<file path="src/rtl/vga_scan_timing.sv">
// vga_scan_timing
//   Raster scan generator for a 640x480@60 Hz VGA output. It produces the
//   pixel coordinates consumed by the object renderer, and a per-frame tick
//   for the game logic. It re-times the sync and blanking terms so that they
//   leave the block on the same clk as the renderer's colour for that pixel.
//
// Ports
//   clk           system clock
//   rst           synchronous, active-high reset
//   pixel_x       current horizontal count, 0..H_TOTAL-1
//   pixel_y       current vertical count, 0..V_TOTAL-1
//   pixel_tick    one-clk pulse; the counters advance on the following edge
//   frame_tick    one-clk pulse on the first clk of (0, V_DISPLAY)
//   object_on     renderer hit flag, RENDER_LAT clk after the coordinate
//   object_color  renderer colour {R,G,B}, same timing as object_on
//   hsync, vsync  VGA sync pins, pulse level = SYNC_ACTIVE
//   video_on      visible-area flag, aligned with rgb
//   rgb           VGA colour {R,G,B}, black outside the visible area
module vga_scan_timing #(
  parameter int H_DISPLAY   = 640,
  parameter int H_FP        = 16,
  parameter int H_SYNC      = 96,
  parameter int H_BP        = 48,
  parameter int V_DISPLAY   = 480,
  parameter int V_FP        = 10,
  parameter int V_SYNC      = 2,
  parameter int V_BP        = 33,
  parameter int PIX_DIV     = 2,
  parameter int RENDER_LAT  = 5,
  parameter bit SYNC_ACTIVE = 1'b0
) (
  input  logic       clk,
  input  logic       rst,
  output logic [9:0] pixel_x,
  output logic [9:0] pixel_y,
  output logic       pixel_tick,
  output logic       frame_tick,
  input  logic       object_on,
  input  logic [2:0] object_color,
  output logic       hsync,
  output logic       vsync,
  output logic       video_on,
  output logic [2:0] rgb
);

  localparam int H_TOTAL = H_DISPLAY + H_FP + H_SYNC + H_BP;
  localparam int V_TOTAL = V_DISPLAY + V_FP + V_SYNC + V_BP;

  localparam logic [9:0] H_LAST     = 10'(H_TOTAL - 1);
  localparam logic [9:0] V_LAST     = 10'(V_TOTAL - 1);
  localparam logic [9:0] H_VIS      = 10'(H_DISPLAY);
  localparam logic [9:0] V_VIS      = 10'(V_DISPLAY);
  localparam logic [9:0] V_VIS_LAST = 10'(V_DISPLAY - 1);
  localparam logic [9:0] HS_FIRST   = 10'(H_DISPLAY + H_FP);
  localparam logic [9:0] HS_LAST    = 10'(H_DISPLAY + H_FP + H_SYNC - 1);
  localparam logic [9:0] VS_FIRST   = 10'(V_DISPLAY + V_FP);
  localparam logic [9:0] VS_LAST    = 10'(V_DISPLAY + V_FP + V_SYNC - 1);

  // PIX_DIV is at most 8, so a 3-bit divider covers every legal setting.
  localparam logic [2:0] DIV_LAST = 3'(PIX_DIV - 1);

  logic [2:0] div_cnt;
  logic [2:0] div_nxt;
  logic [9:0] h_cnt;
  logic [9:0] v_cnt;
  logic       h_wrap;
  logic       v_wrap;
  logic       hs_raw;
  logic       vs_raw;
  logic       von_raw;
  logic       hs_d;
  logic       vs_d;
  logic       von_d;

  // Each stage holds {hs, vs, von}; stage 0 is one clk behind the counters.
  logic [2:0] align_dly [RENDER_LAT];

  // ---------------------------------------------------------------------
  // Pixel divider. pixel_tick is registered from the next divider value so
  // that it is high exactly while div_cnt sits at its last count.
  // ---------------------------------------------------------------------
  always_comb begin
    div_nxt = (div_cnt == DIV_LAST) ? 3'd0 : div_cnt + 3'd1;
  end

  always_ff @(posedge clk) begin
    if (rst) begin
      div_cnt    <= 3'd0;
      pixel_tick <= 1'b0;
    end else begin
      div_cnt    <= div_nxt;
      pixel_tick <= (div_nxt == DIV_LAST);
    end
  end

  // ---------------------------------------------------------------------
  // Scan counters
  // ---------------------------------------------------------------------
  assign h_wrap = (h_cnt == H_LAST);
  assign v_wrap = (v_cnt == V_LAST);

  always_ff @(posedge clk) begin
    if (rst) begin
      h_cnt <= 10'd0;
      v_cnt <= 10'd0;
    end else if (pixel_tick) begin
      h_cnt <= h_wrap ? 10'd0 : h_cnt + 10'd1;
      if (h_wrap) begin
        v_cnt <= v_wrap ? 10'd0 : v_cnt + 10'd1;
      end
    end
  end

  assign pixel_x = h_cnt;
  assign pixel_y = v_cnt;

  // Fires on the edge that moves the scan onto (0, V_DISPLAY), so the pulse
  // covers the first clk of that coordinate and nothing else.
  always_ff @(posedge clk) begin
    if (rst) begin
      frame_tick <= 1'b0;
    end else begin
      frame_tick <= pixel_tick && h_wrap && (v_cnt == V_VIS_LAST);
    end
  end

  // ---------------------------------------------------------------------
  // Raw timing decode and alignment to the renderer latency
  // ---------------------------------------------------------------------
  always_comb begin
    hs_raw  = (h_cnt >= HS_FIRST) && (h_cnt <= HS_LAST);
    vs_raw  = (v_cnt >= VS_FIRST) && (v_cnt <= VS_LAST);
    von_raw = (h_cnt < H_VIS) && (v_cnt < V_VIS);
  end

  // Runs every clk rather than on pixel_tick: the renderer latency is counted
  // in clk, so the last stage lines up with object_on/object_color for the
  // coordinate that produced it.
  always_ff @(posedge clk) begin
    if (rst) begin
      for (int i = 0; i < RENDER_LAT; i++) begin
        align_dly[i] <= 3'b000;
      end
    end else begin
      align_dly[0] <= {hs_raw, vs_raw, von_raw};
      for (int i = 1; i < RENDER_LAT; i++) begin
        align_dly[i] <= align_dly[i-1];
      end
    end
  end

  assign {hs_d, vs_d, von_d} = align_dly[RENDER_LAT-1];

  // ---------------------------------------------------------------------
  // Output register. Colour is gated by the delayed visible flag so blanking
  // is always black whatever the renderer reports.
  // ---------------------------------------------------------------------
  always_ff @(posedge clk) begin
    if (rst) begin
      hsync    <= ~SYNC_ACTIVE;
      vsync    <= ~SYNC_ACTIVE;
      video_on <= 1'b0;
      rgb      <= 3'b000;
    end else begin
      hsync    <= hs_d ? SYNC_ACTIVE : ~SYNC_ACTIVE;
      vsync    <= vs_d ? SYNC_ACTIVE : ~SYNC_ACTIVE;
      video_on <= von_d;
      rgb      <= (von_d && object_on) ? object_color : 3'b000;
    end
  end

endmodule
</file>
<file path="config.mk">
export PLATFORM = sky130hd
export DESIGN_NAME = vga_scan_timing
export DESIGN_NICKNAME = d
export VERILOG_FILES = /design/src/rtl/vga_scan_timing.sv
export SDC_FILE = /design/constraint.sdc
export NUM_CORES = 1
export LEC_CHECK = 0
export ABC_AREA = 1
export CELL_PAD_IN_SITES_DETAIL_PLACEMENT = 1
export CELL_PAD_IN_SITES_GLOBAL_PLACEMENT = 1
export CORE_MARGIN = 2
export CORE_UTILIZATION = 35
export CTS_CLUSTER_SIZE = 25
export DETAILED_ROUTE_END_ITERATION = 16
export PLACE_DENSITY = 0.79
export SYNTH_ARGS = -nofsm -noshare
export SYNTH_HDL_FRONTEND = slang
export SYNTH_SLANG_ARGS = --single-unit
</file>
<file path="constraint.sdc">
create_clock -name clk -period 2.5 [get_ports clk]
set_clock_uncertainty 0.05 [all_clocks]
set_input_delay 0.75 -clock clk [delete_from_list [all_inputs] [get_ports clk]]
set_output_delay 0.75 -clock clk [all_outputs]
set_load 0.005 [all_outputs]
</file>
==> summary.txt, run 1 <==
Yosys
  – Post-synthesis sequential area ratio: 46.09%
  – Post-synthesis mux area share: 0%
  – Synth Instances: 259
  – FFs w/ async S/R, synth: 0%
  – #FFs+latches synth: 46
  – Post-synthesis simple-gate area fraction: 34.69%
  – Complex-gate fraction of the synthesized area: 5.698%
  – Post-synthesis net count: 270
  – Synth Cell Area: 1998 um^2
  – XOR/XNOR Fraction of Synth Area: 0.8766%
  – Post-synth top flop: dfxtp_1
  – Ys Warns: 0
  – Synth cell types: 32
  – Post-synthesis adder-cell area fraction: 3.131%
  – Post-synth EDFFs: 0
  – Avg Synthesized Cell Area: 7.715 um^2
  – Main combinational cell family by area after synthesis: simple AND/OR/NAND/NOR gates

Global route
  – Largest net degree at the start of global routing: 23
  – Global route total overflow: 0
  – Gr usage total: 16.06%
  – Number of global-route vias before repair: 1767
  – Initial antenna violation count: 0
  – First-pass GRT wire length: 7.955 mm

Detailed routing
  – # DRC: 0
  – Initial DRC count: 81
  – Total wire length: 4.603 mm
  – Routed via count: 1729
  – Via-to-Cell Ratio: 4.673
  – First-pass detailed-route iteration total: 4
  – Average wire per standard cell: 12.44 um
  – Final ANT Viol Nets: 0

CTS
  – Clk Latency, worst-skew pair: 0.31 ns
  – Post-CTS Setup Inserts: 0
  – CTS clk-pin slew, worst paths: 0.09 ns
  – CTS max path bufs: 2
  – Hold_buf cts: 0
  – CTS Root Cell: clkbuf_8
  – TritonCTS Buffers: 5
  – TritonCTS clock tree: done
  – H-tree levels: 2
  – CTS resizes: 0
  – Num Clock Sinks: 46

Critical path
  – CP max-delay cell: clkdlybuf4s50_1
  – Delay of the slowest cell on the worst path: 0.56 ns
  – Worst Setup Start Kind: register
  – Reg2reg end: pixel_y[9]
  – Setup slack, reg-to-reg: 0.92 ns
  – Required @ worst endpoint: 1.70 ns
  – Cell Chain, Critical Path: clkdlybuf4s50_1
  – Kind of critical path: register to primary output
  – Critical path startpoint: pixel_x[4]
  – Worst path bufs/invs: 1
  – R2R Path Start: pixel_x[0]
  – Max FO, Critical Path: 8
  – Arrival time of the worst setup path: 1.38 ns
  – CP top delay family: buffers and inverters
  – FF-to-FF path depth: 8
  – Crit path capture type: primary output

Pwr
  – Pleak: 1.024 nW
  – Clock power frac: 37.3%
  – Sw Pwr: 315.9 uW
  – Sw frac: 24.63%
  – Combinational power share: 4.4%
  – Pwr Density: 511.9 nW/um^2
  – Internal: 966.5 uW
  – Sequential Power Share: 58.3%
  – Peak VDD IR: 0.2464 mV
  – Overall Power: 1.282 mW

Place
  – Post-Place Worst Slack: 0.3808 ns
  – Placed Cells: 362
  – Port bufs: 33
  – Placed wire-length estimate: 3.436 mm
  – GPL Wtd Cong: 0.7830
  – Placement Cell Area: 2412 um^2

Timing
  – Final WS setup: 0.3157 ns
  – Fmax: 457.8 MHz
  – Fin crit period: 2.184 ns
  – Setup_tns: 0 ns
  – Unrepaired setup endpoints after global routing: false
  – Slew @ Worst Pin: 0.4918 ns
  – Final Hold Fails: 0
  – Slew margin rel.: 67.18%
  – Fin crit share: 87.37%
  – Final setup viols: 0
  – Final Max Tran Viols: 0
  – Hold WS: 0.3287 ns

Floorplan
  – Row cnt: 27
  – Die W: 79.56 um
  – Area of the core: 5507 um^2
  – Die ar.: 6330 um^2
  – Die Height: 79.56 um
  – Ports: 34
  – Initial Utilization: 36.29%

Final layout
  – Most frequent cells in the layout: nor2_1 (46), dfxtp_1 (46), inv_1 (45)
  – Final nets: 308
  – Filler Cells Inserted: 698
  – Fin area: 2505 um^2
  – Share of cells above drive strength 1: 11.41%
  – Final Non-Filler Cells: 370
  – Diodes inserted: 0
  – Multi-input logic area: 887.1 um^2
  – Finished Core Util: 45.49%
  – Reg area: 920.9 um^2
  – Area delta synth->final: 25.36%

Worst hold path
  – Worst Hold Path Cells: 1
  – Min-Delay Startpoint: align_dly[0][13]
  – WHS Endpoint: vsync
  – Hold Path Class: register to register

Flow run
  – Maximum capacitance violations: 0

Outcome
  – Status: finished clean
## cell type report
cell class,instances,area share (%)
clock buffers,5,2.747
clock inverters,3,0.9491
inverters,47,7.043
multi-input cells,163,35.41
flip-flops and latches,46,36.76
well taps,72,3.596
repair buffers,34,13.49
## power groups by stage
| stage | combinational (mW) | sequential [mW] | clock [mW] |
|---|---|---|---|
| global route | 0.0639 | 0.750 | 0.528 |
| global placement | 0.0553 | 0.765 | 0 |
| floorplan | 0.0311 | 0.764 | 0 |
| finish | 0.0559 | 0.748 | 0.479 |
| CTS | 0.0570 | 0.748 | 0.499 |
| detailed placement | 0.0565 | 0.766 | 0 |
## kinds of logic (layout without fill, tap and decap cells)
kind of cell | count (synthesis) | count (layout)
buffers and inverters | 50 | 89
DFF | 46 | 46
AOI/OAI and AO/OA | 19 | 19
and+or+nand+nor | 137 | 137
adders and majority gates | 5 | 5
xor gates and xnor gates | 2 | 2
## how the worst max path moves through the flow
| stage | end | cells past startpoint |
|---|---|---|
| global placement | pixel_y[8] | 6 |
| global route | pixel_x[5] | 1 |
| detailed placement | pixel_y[8] | 6 |
| floorplan | pixel_y[8] | 6 |
| CTS | pixel_x[4] | 1 |
| finish | pixel_x[4] | 1 |
## cells in the mapped netlist (4+ instances only)
master | count | share of area [%]
a21oi_1 | 4 | 1.0
inv_1 | 45 | 8.5
ha_1 | 5 | 3.1
nand2_1 | 39 | 7.3
nor2_2 | 4 | 1.3
nand4_1 | 5 | 1.6
nand3_1 | 14 | 3.5
o21ai_0 | 7 | 1.8
nor3_1 | 8 | 2.0
nand2_2 | 5 | 1.6
dfxtp_1 | 46 | 46
nor2_1 | 46 | 8.6
## layer usage
metal  global-route usage (%)  up-vias  part of all wire, %
li1                         -      876                    -
met1                    20.62      824                   48
met2                    26.05       22                   48
met3                    4.638        7                  2.8
met4                    4.828        0                  1.4
met5                        0        -                    0
## state kept, by name (all words and copies together) (netlist names)
| register | count |
|---|---|
| align_dly | 15 |
| pixel_x | 10 |
| pixel_y | 10 |
| div_cnt | 3 |
| rgb | 3 |
| frame_tick | 1 |
| hsync | 1 |
| pixel_tick | 1 |
| video_on | 1 |
| vsync | 1 |
Note: power is estimated with default switching activity, not from simulation.
==> run 2, diff against run 1 <==
clock period = 2.32 ns   (was 2.5 ns; I/O delays follow)
==> run 2 against run 1 <==
Setup slack got worse by 0.13 ns. Sequential power rose by 7.8%. Sequential share of layout area fell by 0.11 points. Count of clock-buffer cells in the layout did not move. Critical path type unchanged.
==> summary.txt, run 2 (synthesized netlist as in run 1, its figures left out) <==
Floorplan
  – Initial Utilization: 36.29% (unchanged)
  – Row cnt: 27 (unchanged)
  – Area of the core: 5507 um^2 (unchanged)
  – Die ar.: 6330 um^2 (unchanged)
  – Die Height: 79.56 um (unchanged)
  – Ports: 34 (unchanged)
  – Die W: 79.56 um (unchanged)

Pwr
  – Pleak: 1.029 nW (+0.47%)
  – Overall Power: 1.377 mW (+7.3%)
  – Pwr Density: 547.9 nW/um^2 (+7.0%)
  – Peak VDD IR: 0.2443 mV (-0.83%)

Timing
  – Final Max Tran Viols: 0 (unchanged)
  – Slew margin rel.: 74.47% (+7.3 points)
  – Fmax: 469.0 MHz
  – Final setup viols: 0 (unchanged)
  – Fin crit share: 91.90%
  – Final Hold Fails: 0 (unchanged)
  – Unrepaired setup endpoints after global routing: false
  – Fin crit period: 2.132 ns
  – Setup_tns: 0 ns (unchanged)
  – Slew @ Worst Pin: 0.3825 ns (-0.1093 ns)

Place
  – Placement Cell Area: 2420 um^2 (+0.31%)
  – Port bufs: 33 (unchanged)
  – GPL Wtd Cong: 0.7883 (+0.68%)
  – Placed wire-length estimate: 3.502 mm (+1.9%)

Final layout
  – Fin area: 2512 um^2 (+0.30%)
  – Largest register FFs: 15 (unchanged)
  – Final nets: 309 (+0.32%)
  – Most frequent cells in the layout: nor2_1 (46), dfxtp_1 (46), inv_1 (45)
  – Top reg by flops: align_dly
  – Diodes inserted: 0 (unchanged)
  – Share of cells above drive strength 1: 11.71% (+0.30 points)
  – Finished Core Util: 45.63% (+0.14 points)
  – Filler Cells Inserted: 694 (-0.57%)
  – Area delta synth->final: 25.74%

CTS
  – CTS max path bufs: 2 (unchanged)
  – H-tree levels: 2 (unchanged)
  – CTS resizes: 0 (unchanged)
  – Clk Latency, worst-skew pair: 0.30 ns (about the same)
  – Post-CTS Setup Inserts: 0 (unchanged)
  – TritonCTS clock tree: done
  – CTS Root Cell: clkbuf_8
  – TritonCTS Buffers: 5 (unchanged)
  – CTS clk-pin slew, worst paths: 0.09 ns (about the same)
  – Hold_buf cts: 0 (unchanged)
  – Num Clock Sinks: 46 (unchanged)

Worst hold path
  – WHS Endpoint: hsync
  – Min-Delay Startpoint: align_dly[0][14]
  – Hold Path Class: register to register
  – Worst Hold Path Cells: 1 (unchanged)

Global route
  – Number of global-route vias before repair: 1727 (-2.3%)
  – Met3 Track Usage GR: 3.054% (-1.6 points)
  – Global route total overflow: 0 (unchanged)
  – Largest net degree at the start of global routing: 23 (unchanged)
  – GR Util met1: 20.70% (+0.087 points)
  – GRT busiest layer: met2
  – Initial antenna violation count: 0 (unchanged)
  – First-pass GRT wire length: 7.879 mm (-0.96%)
  – Gr usage total: 15.80% (-0.26 points)
  – M2 GR Usage: 26.55% (+0.50 points)

Critical path
  – Setup slack, reg-to-reg: 0.73 ns (-0.19 ns)
  – Arrival time of the worst setup path: 1.39 ns (about the same)
  – Reg2reg end: pixel_y[5]
  – Worst path bufs/invs: 1 (unchanged)
  – Crit path capture type: primary output
  – Kind of critical path: register to primary output
  – Max FO, Critical Path: 8 (unchanged)
  – FF-to-FF path depth: 8 (unchanged)
  – Delay of the slowest cell on the worst path: 0.57 ns (about the same)
  – R2R Path Start: pixel_x[1]
  – CP max-delay cell: clkdlybuf4s50_1
  – Worst Setup Start Kind: register
  – CP top delay family: buffers and inverters
  – Cell Chain, Critical Path: clkdlybuf4s50_1
  – Required @ worst endpoint: 1.57 ns (-0.13 ns)
  – WP depth: 1 (unchanged)

Outcome
  – Status: finished clean

Detailed routing
  – Routed via count: 1724 (-0.29%)
  – Total wire length: 4.643 mm (+0.87%)
  – # DRC: 0 (unchanged)
  – Initial DRC count: 59 (-27%)
  – Average wire per standard cell: 12.51 um (+0.60%)
  – First-pass detailed-route iteration total: 4 (unchanged)
  – Final ANT Viol Nets: 0 (unchanged)
  – Via-to-Cell Ratio: 4.647 (-0.56%)

Flow run
  – Maximum capacitance violations: 0 (unchanged)
-- run 2: changes by cell type in the layout (fill, tap and decap cells not counted), sizes merged --
cell,before,now
buf,1,2
-- run 2: power breakdown --
part | internal, mW | leakage [nW] | switching [mW]
logic | 0.0286 | 0.616 | 0.0334
registers | 0.798 | 0.373 | 0.00784
clock network | 0.216 | 0.0408 | 0.293
-- run 2: cell type report --
cell class | instances | area [um^2] | area share (%)
well taps | 72 | 90.09 | 3.586
repair buffers | 35 | 345.3 | 13.75
inverters | 47 | 176.4 | 7.022
clock buffers | 5 | 68.82 | 2.739
multi-input cells | 163 | 887.1 | 35.31
clock inverters | 3 | 23.77 | 0.9462
flip-flops and latches | 46 | 920.9 | 36.65
-- run 2: how the worst max path moves through the flow --
stage,startpoint,end
2_1_floorplan,rst,pixel_y[8]
3_3_place_gp,rst,align_dly[0][1]
3_5_place_dp,rst,pixel_y[3]
4_1_cts,pixel_x[4],pixel_x[4]
5_1_grt,pixel_x[4],pixel_x[4]
6_report,pixel_x[4],pixel_x[4]
-- run 2: per-layer routing --
metal  routed length (um)  share of wire (%)
met1                 2202                 47
met2                 2269                 49
met3                  128                2.8
met4                   42               0.90
met5                    0                  0
-- run 2: through the flow --
step | setup slack (ns) | hold slack, ns | std cells
4_1_cts | 0.1824 | 0.3371 | 371
2_1_floorplan | 0.8728 | 0.3013 | 259
5_1_grt | 0.1262 | 0.3457 | 371
3_5_place_dp | 0.3098 | 0.3131 | 363
6_report | 0.1878 | 0.3340 | 371
3_3_place_gp | 0.3587 | 0.3070 | 363
==> run 3, diff against run 2 <==
ABC_AREA = 0   (was 1)
CORE_UTILIZATION = 39   (was 35)
PLACE_DENSITY = 0.84   (was 0.79)
==> run 3 against run 2 <==
Count of clock-buffer cells in the layout increased by 1. Synthesized cell count down 27%. Utilization up 4.8 points. Worst hold slack lost 0.0055 ns. Sequential power up 0.7%. Critical path type is now register to register. Critical endpoint is now pixel_y[9]. Largest power group unchanged. Highest routed layer unchanged.
==> summary.txt, run 3 <==
Outcome
  – Status: finished clean

CTS
  – Post-CTS Setup Inserts: 0 (unchanged)
  – CTS resizes: 0 (unchanged)
  – CTS max path bufs: 2 (unchanged)
  – Hold_buf cts: 0 (unchanged)
  – CTS Root Cell: clkbuf_8
  – Clk Latency, worst-skew pair: 0.29 ns (about the same)
  – H-tree levels: 2 (unchanged)
  – CTS clk-pin slew, worst paths: 0.08 ns (about the same)
  – Num Clock Sinks: 46 (unchanged)
  – TritonCTS Buffers: 5 (unchanged)
  – TritonCTS clock tree: done

Yosys
  – Ys Warns: 0 (unchanged)
  – Post-synthesis sequential area ratio: 49.63% (+3.5 points)
  – FFs w/ async S/R, synth: 0% (unchanged)
  – Post-synthesis net count: 200 (-26%)
  – Top cells by count, synth: dfxtp_1 (46), nor2_1 (17), nand2_1 (15)
  – Synth Instances: 189 (-27%)
  – Cell taking the most area after synthesis: dfxtp_1
  – Count leader, synth: dfxtp_1
  – Synth cell types: 43 (+34%)
  – Avg Synthesized Cell Area: 9.818 um^2 (+27%)
  – Top cell type's share of synthesized area: 49.63% (+3.5 points)
  – Synth area leaders: dfxtp_1 (50%), nor2b_1 (4.4%), nor2_1 (3.4%), ha_1 (3.4%), nand2_1 (3.0%)
  – #FFs+latches synth: 46 (unchanged)
  – Synth Cell Area: 1856 um^2 (-7.1%)
  – Post-synth top flop: dfxtp_1
  – Post-synth EDFFs: 0 (unchanged)

Place
  – Placed wire-length estimate: 2.905 mm (-17%)
  – Post-Place Worst Slack: 0.1821 ns (-0.1277 ns)
  – GPL Wtd Cong: 0.8160 (+3.5%)
  – Port bufs: 33 (unchanged)

Critical path
  – Crit path capture type: register
  – Arrival time of the worst setup path: 2.30 ns (+0.91 ns)
  – Max FO, Critical Path: 6 (-2)
  – Worst Setup Start Kind: register
  – CP max-delay cell: or4_4
  – Reg2reg end: pixel_y[9]
  – Required @ worst endpoint: 2.46 ns (+0.89 ns)
  – WP depth: 6 (+5)
  – Delay of the slowest cell on the worst path: 0.55 ns (-0.02 ns)
  – R2R Path Start: pixel_y[0]
  – Cell Chain, Critical Path: inv_1 > ha_1 > or4b_1 > or4_4 > o21bai_4 > o21ba_1
  – Kind of critical path: register to register
  – Setup slack, reg-to-reg: 0.17 ns (-0.56 ns)
  – Critical path startpoint: pixel_y[0]
  – Worst path bufs/invs: 1 (unchanged)
  – FF-to-FF path depth: 6 (-2)
  – CP top delay family: simple AND/OR/NAND/NOR gates

Timing
  – Fmax: 464.4 MHz (-0.98%)
  – Final WS setup: 0.1667 ns (-0.02119 ns)
  – Fin crit share: 92.82% (+0.91 points)
  – Unrepaired setup endpoints after global routing: false
  – Final Max Tran Viols: 0 (unchanged)
  – Fin crit period: 2.153 ns (+0.02119 ns)
  – Hold WS: 0.3285 ns (-0.005520 ns)
  – Slew @ Worst Pin: 0.3608 ns (-0.02168 ns)
  – Setup_tns: 0 ns (unchanged)
  – Final setup viols: 0 (unchanged)
  – Slew margin rel.: 75.72% (+1.3 points)
  – Final Hold Fails: 0 (unchanged)

Detailed routing
  – Average wire per standard cell: 14.66 um (+17%)
  – Total wire length: 4.194 mm (-9.7%)
  – Routed via count: 1493 (-13%)
  – # DRC: 0 (unchanged)
  – First-pass detailed-route iteration total: 4 (unchanged)
  – Final ANT Viol Nets: 0 (unchanged)
  – Initial DRC count: 59 (unchanged)
  – Via-to-Cell Ratio: 5.220 (+12%)

Pwr
  – Pwr Density: 575.4 nW/um^2 (+5.0%)
  – Peak VDD IR: 0.3215 mV (+32%)
  – Pleak: 0.8642 nW (-16%)
  – Overall Power: 1.352 mW (-1.8%)

Global route
  – Initial antenna violation count: 0 (unchanged)
  – Number of global-route vias before repair: 1495 (-13%)
  – Global route total overflow: 0 (unchanged)
  – Largest net degree at the start of global routing: 24 (+4.3%)
  – Gr usage total: 16.90% (+1.1 points)
  – First-pass GRT wire length: 6.948 mm (-12%)

Floorplan
  – Row cnt: 25 (-7.4%)
  – Die Height: 72.98 um (-8.3%)
  – Area of the core: 4661 um^2 (-15%)
  – Die W: 72.98 um (-8.3%)
  – Ports: 34 (unchanged)
  – Initial Utilization: 39.81% (+3.5 points)
  – Die ar.: 5325 um^2 (-16%)

Worst hold path
  – Min-Delay Startpoint: align_dly[0][14]
  – Hold Path Class: register to register
  – Worst Hold Path Cells: 1 (unchanged)
  – WHS Endpoint: hsync

Final layout
  – Diodes inserted: 0 (unchanged)
  – Area delta synth->final: 26.63%
  – Share of cells above drive strength 1: 10.34% (-1.4 points)
  – Final nets: 242 (-22%)
  – Commonest non-fill, non-tap cell in the layout: dfxtp_1
  – Most frequent cells in the layout: dfxtp_1 (46), clkdlybuf4s50_1 (33), nor2_1 (17)
  – Top reg by flops: align_dly
  – Largest register FFs: 15 (unchanged)
  – Filler Cells Inserted: 533 (-23%)

Flow run
  – Maximum capacitance violations: 0 (unchanged)
==> run 3: cell types whose count changed after synthesis, moves of 6 or more <==
cell,change
and3_1,+6
inv_1,-40
nand2_1,-24
nand3_1,-10
nor2_1,-29
nor2b_1,+13
==> run 3: how the worst max path moves through the flow <==
| stage | to | slack [ns] |
|---|---|---|
| final | pixel_y[9] | 0.17 |
| after global routing | pixel_y[9] | 0.09 |
| after CTS | pixel_y[9] | 0.16 |
| after detailed placement | pixel_y[9] | 0.18 |
| after global placement | pixel_y[9] | 0.25 |
| after floorplan | pixel_y[9] | 0.33 |
==> run 3: layout make-up <==
type / instances / area [um^2] / share of cell area [%]
Clock inverter: 2 / 13.76 / 0.5857
Clock buffer: 6 / 72.57 / 3.088
Sequential cell: 46 / 920.9 / 39.19
Tap cell: 54 / 67.56 / 2.875
Multi-Input combinational cell: 131 / 858.3 / 36.53
Inverter: 5 / 18.77 / 0.7987
Timing Repair Buffer: 42 / 397.9 / 16.93
==> run 3: through the flow <==
| step | util [%] | area [um^2] | cells |
|---|---|---|---|
| finish | 50.42 | 2350 | 286 |
| global route | 50.42 | 2350 | 286 |
| floorplan | - | 1856 | 189 |
| detailed placement | 48.56 | 2263 | 278 |
| CTS | 50.42 | 2350 | 286 |
| global placement | 48.56 | 2263 | 278 |
==> run 3: power breakdown <==
group	internal [mW]	switching, mW	total, mW
Combinational	0.0384	0.0276	0.0660
Clock	0.213	0.261	0.474
Sequential	0.800	0.0122	0.812
Total	1.05	0.301	1.35
==> run 3: cell families (layout without fill, tap and decap cells) <==
logic type / after synthesis / in the layout / share of synthesized area, %
simple gates: 92 / 92 / 29.20
flops: 46 / 46 / 49.63
compound gates: 22 / 22 / 7.822
buf+inv: 12 / 55 / 4.114
xor+xnor: 10 / 10 / 4.720
fa+ha+maj: 5 / 5 / 3.372
mux: 2 / 2 / 1.146
==> run 3: metal layers <==
layer | up-vias | routed length [um] | share of wire (%) | GRT usage [%]
met3 | 6 | 158 | 3.8 | 2.901
met1 | 706 | 2026 | 48 | 22.18
met5 | - | 0 | 0 | 0
met2 | 40 | 1933 | 46 | 26.97
met4 | 0 | 74 | 1.8 | 8.025
li1 | 741 | - | - | -
